===== src/rtl/core_pkg.sv =====
// Shared definitions for the core_seq instruction sequencer: FSM state
// encoding, the supported opcode set and the illegal-opcode check.
package core_pkg;

    typedef enum logic [2:0] {
        ST_FETCH  = 3'd0,
        ST_DECODE = 3'd1,
        ST_EXEC   = 3'd2,
        ST_MEM    = 3'd3,
        ST_WB     = 3'd4,
        ST_HALT   = 3'd5
    } state_t;

    localparam logic [6:0] OP_REG    = 7'b0110011;
    localparam logic [6:0] OP_IMM    = 7'b0010011;
    localparam logic [6:0] OP_LOAD   = 7'b0000011;
    localparam logic [6:0] OP_STORE  = 7'b0100011;
    localparam logic [6:0] OP_BRANCH = 7'b1100011;
    localparam logic [6:0] OP_JAL    = 7'b1101111;

    function automatic logic is_illegal(input logic [6:0] op);
        case (op)
            OP_REG, OP_IMM, OP_LOAD, OP_STORE, OP_BRANCH, OP_JAL: return 1'b0;
            default:                                             return 1'b1;
        endcase
    endfunction

endpackage


===== src/rtl/core_seq_bus_timeout.sv =====
// Bus handshake wait counter: a down-counter reloaded on clear, decremented
// while enabled, flagging expiry once TIMEOUT_CYC wait cycles have elapsed.
module bus_timeout #(
    parameter int unsigned TIMEOUT_CYC = 255
) (
    input  logic clk,
    input  logic rst_n,
    input  logic clr,
    input  logic en,
    output logic expired
);

    localparam logic [15:0] LOAD_VAL = 16'(TIMEOUT_CYC);

    logic [15:0] cnt;

    always_ff @(posedge clk or negedge rst_n) begin
        if (!rst_n) begin
            cnt <= LOAD_VAL;
        end else if (clr) begin
            cnt <= LOAD_VAL;
        end else if (en && (cnt != 16'd0)) begin
            cnt <= cnt - 16'd1;
        end
    end

    // Terminal count: the cycle after TIMEOUT_CYC ack-less cycles.
    assign expired = en && (cnt == 16'd0);

endmodule


===== src/rtl/core_seq.sv =====
// Multi-cycle fetch/decode/execute sequencer with bus timeouts.
// Optional performance counters are built when CORE_SEQ_PERF_EN is defined.
//
// state  | meaning
// FETCH  | imem request high, wait for instruction ack
// DECODE | one cycle, reject unsupported opcodes
// EXEC   | one cycle, choose MEM or WB
// MEM    | dmem request high, wait for data ack
// WB     | one cycle register write strobe, retire
// HALT   | sticky stop until reset
module core_seq
    import core_pkg::*;
#(
    parameter logic [31:0] RESET_PC    = 32'h0000_0000,
    parameter int unsigned TIMEOUT_CYC = 255
) (
    input  logic        clk_i,
    input  logic        rst_ni,
    output logic        imem_req_o,
    input  logic        imem_ack_i,
    input  logic [31:0] inst_i,
    output logic [31:0] ir_o,
    input  logic        mem_rd_i,
    input  logic        mem_wr_i,
    input  logic        reg_wr_i,
    input  logic        br_taken_i,
    input  logic [31:0] alu_res_i,
    output logic        dmem_req_o,
    output logic        dmem_we_o,
    input  logic        dmem_ack_i,
    output logic [31:0] pc_o,
    output logic        reg_wr_o,
    output logic        halt_o,
    output logic        illegal_o,
    output logic        bus_err_o,
`ifdef CORE_SEQ_PERF_EN
    output logic [2:0]  state_o,
    output logic [31:0] cycle_cnt_o,
    output logic [31:0] instret_o
`else
    output logic [2:0]  state_o
`endif
);

    state_t     state, state_nxt;
    logic [6:0] opcode;
    logic       redirect, misaligned;
    logic       fetch, retire, ir_load, set_illegal, set_bus_err;
    logic       wait_clr, wait_en, wait_expired;

    assign opcode     = ir_o[6:0];
    assign redirect   = ((opcode == OP_BRANCH) && br_taken_i) || (opcode == OP_JAL);
    assign misaligned = redirect && (alu_res_i[1:0] != 2'b00);

    always_comb begin
        state_nxt   = state;
        fetch       = 1'b0;
        ir_load     = 1'b0;
        retire      = 1'b0;
        set_illegal = 1'b0;
        set_bus_err = 1'b0;
        dmem_req_o  = 1'b0;
        dmem_we_o   = 1'b0;
        reg_wr_o    = 1'b0;
        case (state)
            ST_FETCH: begin
                fetch = 1'b1;
                if (imem_ack_i) begin
                    ir_load   = 1'b1;
                    state_nxt = ST_DECODE;
                end else if (wait_expired) begin
                    set_bus_err = 1'b1;
                    state_nxt   = ST_HALT;
                end
            end
            ST_DECODE: begin
                if (is_illegal(opcode)) begin
                    set_illegal = 1'b1;
                    state_nxt   = ST_HALT;
                end else begin
                    state_nxt = ST_EXEC;
                end
            end
            ST_EXEC: state_nxt = (mem_rd_i || mem_wr_i) ? ST_MEM : ST_WB;
            ST_MEM: begin
                dmem_req_o = 1'b1;
                dmem_we_o  = mem_wr_i;
                if (dmem_ack_i) begin
                    retire    = mem_wr_i;
                    state_nxt = mem_wr_i ? ST_FETCH : ST_WB;
                end else if (wait_expired) begin
                    set_bus_err = 1'b1;
                    state_nxt   = ST_HALT;
                end
            end
            ST_WB: begin
                reg_wr_o  = reg_wr_i;
                retire    = 1'b1;
                state_nxt = ST_FETCH;
            end
            default: state_nxt = ST_HALT;
        endcase
        // A misaligned redirect aborts the retire and leaves the PC untouched.
        if (retire && misaligned) begin
            set_bus_err = 1'b1;
            state_nxt   = ST_HALT;
        end
    end

    always_ff @(posedge clk_i or negedge rst_ni) begin
        if (!rst_ni) begin
            state     <= ST_FETCH;
            pc_o      <= RESET_PC;
            ir_o      <= 32'd0;
            illegal_o <= 1'b0;
            bus_err_o <= 1'b0;
        end else begin
            state <= state_nxt;
            if (ir_load) ir_o <= inst_i;
            if (retire && !misaligned) pc_o <= redirect ? alu_res_i : pc_o + 32'd4;
            if (set_illegal) illegal_o <= 1'b1;
            if (set_bus_err) bus_err_o <= 1'b1;
        end
    end

    assign wait_en  = (state == ST_FETCH) || (state == ST_MEM);
    assign wait_clr = (state_nxt != state) && ((state_nxt == ST_FETCH) || (state_nxt == ST_MEM));

    bus_timeout #(.TIMEOUT_CYC(TIMEOUT_CYC)) u_timeout (
        .clk     (clk_i),
        .rst_n   (rst_ni),
        .clr     (wait_clr),
        .en      (wait_en),
        .expired (wait_expired)
    );

    // Gate with reset so the fetch request is low while reset is held.
    assign imem_req_o = fetch && rst_ni;
    assign halt_o     = (state == ST_HALT);
    assign state_o    = state;

`ifdef CORE_SEQ_PERF_EN
    always_ff @(posedge clk_i or negedge rst_ni) begin
        if (!rst_ni) begin
            cycle_cnt_o <= 32'd0;
            instret_o   <= 32'd0;
        end else begin
            if (state != ST_HALT) cycle_cnt_o <= cycle_cnt_o + 32'd1;
            if (retire && !misaligned) instret_o <= instret_o + 32'd1;
        end
    end
`endif

endmodule


===== config.mk =====
export PLATFORM = sky130hd
export DESIGN_NAME = core_seq
export DESIGN_NICKNAME = d
export VERILOG_FILES = /design/src/rtl/core_pkg.sv /design/src/rtl/core_seq_bus_timeout.sv /design/src/rtl/core_seq.sv
export SDC_FILE = /design/constraint.sdc
export NUM_CORES = 1
export LEC_CHECK = 0
export ABC_AREA = 1
export BUFFER_PORTS_ARGS = -buffer_cell sky130_fd_sc_hd__buf_4
export CAP_MARGIN = 10
export CORE_ASPECT_RATIO = 2
export CORE_MARGIN = 5
export CORE_UTILIZATION = 29
export DETAILED_ROUTE_END_ITERATION = 16
export GPL_TIMING_DRIVEN = 0
export PLACE_DENSITY = 0.5
export REMOVE_ABC_BUFFERS = 1
export SLEW_MARGIN = 40
export SYNTH_ARGS = -nofsm -noshare
export SYNTH_HDL_FRONTEND = slang
export SYNTH_SLANG_ARGS = --single-unit
export TNS_END_PERCENT = 100

===== constraint.sdc =====
create_clock -name clk_i -period 4.9 [get_ports clk_i]
set_clock_uncertainty 0.1 [all_clocks]
set_input_delay 0.245 -clock clk_i [delete_from_list [all_inputs] [get_ports clk_i]]
set_output_delay 0.245 -clock clk_i [all_outputs]
set_load 0.05 [all_outputs]

# Yosys cells after proc, flatten, opt, wreduce, memory -nomap -nowiden
# Index checks and enable logic that the tools add are counted.
# totals
wordCells	69
output_inout_bits	74
ff_bits	85
input_bits	72
# op_classes
mux	28
n_eq_ne	13
n_reduce_logical	20
add_sub_neg	2
# op_table
cell	n
$add 32x3->32 const B	1
$mux 16	2
$mux 32	1
$mux 3	7
$logic_not 16->1	1
$reduce_bool 16->1	1
$sub 16x1->16 const B	1
$mux 1	15
$pmux 3 s5	1
$eq 7x6->1 const B	2
$eq 7x7->1 const B	2
$eq 3x2->1 const B	3
$logic_and 1x1->1	8
$eq 7x2->1 const B	1
$eq 7x5->1 const B	1
$eq 3x3->1 const B	2
$logic_not 3->1	2
$reduce_or 6->1	1
$logic_or 1x1->1	4
$pmux 1 s2	2
$reduce_bool 2->1	2
$eq 3x1->1 const B	1
$ne 3x3->1	1
$logic_not 1->1	1

# Logic depth before layout (Yosys ltp)
# depth
depth_word	11
ltp_mapped	13
mapped_depth_nobuf	13

# Hierarchy
# From an unflattened synthesis, not the netlist that was laid out.
# unflattened
hier_cells	741
area_unflattened_um2	5027.3
# by_module_without_submodules
module	area_each_um2	instances	cells_per_inst	seq_area_each_um2
core_seq	3913.8	1	582	1726.7
bus_timeout	1113.6	1	159	410.4

# Worst setup path after synthesis
# OpenSTA, ideal clock, no wires.
# synth_path
path_type	flip-flop to output port
start	register state[0], in the netlist state_o[0]
end	output halt_o
stages_incl_launch_ff	3
t_arrival_ps	2011
path_buffers	0
path_slack_ps	2544
required_ps	4555
path_cell_list	dfrtp_1 -> inv_1 -> nor3_1
# synth_between
elab_chain_cells	1
# synth_rtl
item	line_no	source
from (decl)	core_seq.sv:45	state_t state, state_nxt;
from (signal assigned)	core_seq.sv:118	state <= state_nxt;
$eq 3x3->1	core_seq.sv:139	assign halt_o = (state == ST_HALT);
to (decl)	core_seq.sv:33	output logic halt_o,
# Every way passes these cells.

# Worst setup path after layout
# layout_path
start	register ir_o[3]
end	register pc_o[24]
# layout_between
elab_chain_cells	6
elab_cells_between_ends	8
# layout_rtl
item	line_no	source
from (decl)	core_seq.sv:22	output logic [31:0] ir_o,
from (signal assigned)	core_seq.sv:119	if (ir_load) ir_o <= inst_i;
$eq 7x7->1	core_seq.sv:52	assign redirect = ((opcode == OP_BRANCH) && br_taken_i) || (opcode == OP_JAL);
$logic_and 1x1->1	core_seq.sv:52	
$logic_or 1x1->1 *	core_seq.sv:52	
$logic_and 1x1->1	core_seq.sv:53	assign misaligned = redirect && (alu_res_i[1:0] != 2'b00);
$logic_not 1->1	core_seq.sv:120	if (retire && !misaligned) pc_o <= redirect ? alu_res_i : pc_o + 32'd4;
$logic_and 1x1->1	core_seq.sv:120	
to (signal assigned)	core_seq.sv:120	
to (decl)	core_seq.sv:31	output logic [31:0] pc_o,
# Every way passes the cells marked *; elsewhere a longest branch is shown, timed or not.
# A chain may end at the register's enable or synchronous reset.

==> impl_results.md <==
* Root Driver: clkbuf_16
* Final setup fails at 0
* Async S/R FF share, synth at 1.000
* Worst vdd ir at 0.1718 mV
* NumNets Final at 878
* 1st-iter DRT viols at 180
* Vias in the first global route at 4967
* Setup Crit Path Kind: register to register
* RSZ-0062 raised after global routing: false
* Post-Synthesis Cell Area at 4775 sq um
* Fin crit share at 0.6671
* #FFs+latches synth at 85
* Most frequent cells in the layout: 213 x nand2_1, 144 x buf_4, 79 x nor2_1
* Routed WL per cell at roughly 15 um
* Worst r2r path cells at 12
* Area grow syn2layout at 39.12%
* First-pass GRT wire length at roughly 25000 um
* P_leak at 3.315 nW
* Min setup slack post-route at 1.631 ns
* Final-report max-slew violation count at 0
* Core region area at between 15000 and 20000 sq um
* Critical path peak fanout at 36
* Initial Util at 0.2935
* Worst Setup Start Kind: register
* DR DRC count at 0
* Port Buffer Count at ~150
* Post-CTS setup buffers at 0
* Die W at 100.7 um
* Chip height at 191.5 um
* Die Footprint at 19290 sq um
* CTS tree: done
* GRT Overall Usage at 0.1626
* Grt ovf at 0
* Required time worst endpoint at roughly 5.0 ns
* Non-filler cells in the finished layout at between 1000 and 1500
* Top cell type by total area after synthesis: dfrtp_1
* Worst min-delay path class: input pin to register
* Gpl congestion at around 0.86
* DR vias/cell at 4.744
* PD cells at 265.1 nW/um^2
* Routed Antenna Nets at 0
* Mean post-synth cell area at 7.484 sq um
* 1st-pass router iterations at 4
* Clk_lat worst skew at about 0.35 ns
* Post-synthesis cell type count at 40
* Sequential fraction of the synthesis area at 0.4476
* Placed wire-length estimate at about 12000 um
* Critical Path AT at between 3 and 4 ns
* Final Hold Violating Endpoints at 0
* Post-synth EDFFs at 0
* Fmax at 0.3059 GHz
* CTS Buf Count at 9
* # Max-Cap Violations at 0
* Status: completed
* Tmin final at 3.269 ns
* Hold depth at 3
* R2R Setup Slk at ~1.6 ns
* Worst Tran Pin Value at about 0.64 ns
* Warnings from Yosys at 0
* Top cell type's share of synthesized area at 0.4036
* Vias after detailed routing at 4801
* Initial antenna violation count at 0
* Number of cell rows at 66
* Layout cells sized above 1 at 0.2525
* Main flop type after synthesis: dfrtp_1
* CTS H-tree depth at 3
* Largest net degree at the start of global routing at 87
* Worst Setup Slack post-DPL at 1.174 ns
* Clk sinks at 85
* Hold WS at between 0.007 and 0.008 ns
* Commonest non-fill, non-tap cell in the layout: nand2_1
* Rel. slew slack at 0.5717
* # diodes at 0
* CP Capture Type: register
* Dominant cells by area after synthesis: dfrtp_1 40%, nand2_1 17%, nor2_1 6.2%
* Clock Path Buffers at 2
* Clk slew on worst S/H paths at 0.06 ns
* Setup TNS at 0 ns
* Final wirelength at between 15000 and 20000 um
* Cell total after placement at between 900 and 1000
* IO Count at 146
* Mapped Cells at 638
[cell type report]
type | count | area, sq um
fillers | 1736 | 9625
multi-input cells | 476 | 2345
flip-flops and latches | 85 | 2137
repair buffers | 168 | 1360
well taps | 204 | 255.2
clock buffers | 12 | 236.5
inverters | 63 | 236.5
clock inverters | 4 | 72.57
[worst paths after layout]
check,start,end
hold / removal,inst_i[19],ir_o[19]
hold reg to reg,pc_o[0],pc_o[0]
max in group asynchronous,rst_ni,u_timeout.cnt[4]
setup / recovery,ir_o[3],pc_o[24]
setup reg to reg,ir_o[3],pc_o[24]
min in group asynchronous,rst_ni,ir_o[27]
[sequential cells by signal, summed over array words and instances, names as in the netlist]
register and flops:
illegal_o 1, ir_o 32, pc_o 32, bus_err_o 1, u_timeout.cnt 16, state_o 3
[cell families after synthesis]
kind of cell / after synthesis / share of synthesized area
xor+xnor: 23 / 0.04219
compound gates: 62 / 0.08360
buf+inv: 77 / 0.06342
fa+ha+maj: 3 / 0.007862
flops: 85 / 0.4476
simple gates: 388 / 0.3553
[synth_stat cells (3+ instances only)]
| cell | count |
|---|---|
| a21oi_1 | 5 |
| buf_2 | 5 |
| clkbuf_1 | 7 |
| dfrtp_1 | 77 |
| dfstp_2 | 8 |
| ha_1 | 3 |
| inv_1 | 58 |
| inv_2 | 5 |
| nand2_1 | 214 |
| nand2_2 | 4 |
| nand2_4 | 3 |
| nand3_1 | 36 |
| nand3b_1 | 3 |
| nand4_1 | 12 |
| nor2_1 | 79 |
| nor2_2 | 7 |
| nor2_4 | 3 |
| nor3_1 | 17 |
| o211ai_1 | 8 |
| o21ai_0 | 26 |
| o22ai_1 | 7 |
| o32ai_1 | 3 |
| or2_2 | 3 |
| xnor2_1 | 8 |
| xor2_1 | 15 |
[metal layers]
layer	vias up	track usage	wire length [um]
met5	-	0	0
met4	0	0.06072	348
met3	20	0.04273	999
met2	138	0.2979	8500
met1	2271	0.1742	5577
li1	2372	-	-
[through the flow]
stage                       util  instance area (sq um)  power [mW]
final                     0.4083                   6643       1.761
after global routing      0.4083                   6643       1.840
after CTS                 0.4046                   6583       1.786
after detailed placement  0.3727                   6063       1.030
after global placement    0.3720                   6052       1.026
after floorplan                -                   4708      0.9028
[timing repair]
action / 4_1_cts / 5_1_grt
hold buffers: 21 / 0
resized for setup: 0 / 0
hold endpoints to repair: 97 / 0
[worst max-delay path, cell delays in order, from the launching register on]
cell and delay [ns]:
dfrtp_1 0.40, inv_1 0.07, nand2_1 0.05, nor2_1 0.11
nand3_1 0.10, nand2_2 0.39, inv_2 0.35, o21ai_4 0.56
inv_2 0.42, nand2_2 0.30, inv_2 0.09, nand2_1 0.08
o211ai_1 0.07
[power breakdown]
group	internal (mW)	switching, mW
Clock	0.447	0.284
Combinational	0.105	0.167
Sequential	0.729	0.0293
(Power assumes the default switching activity.)
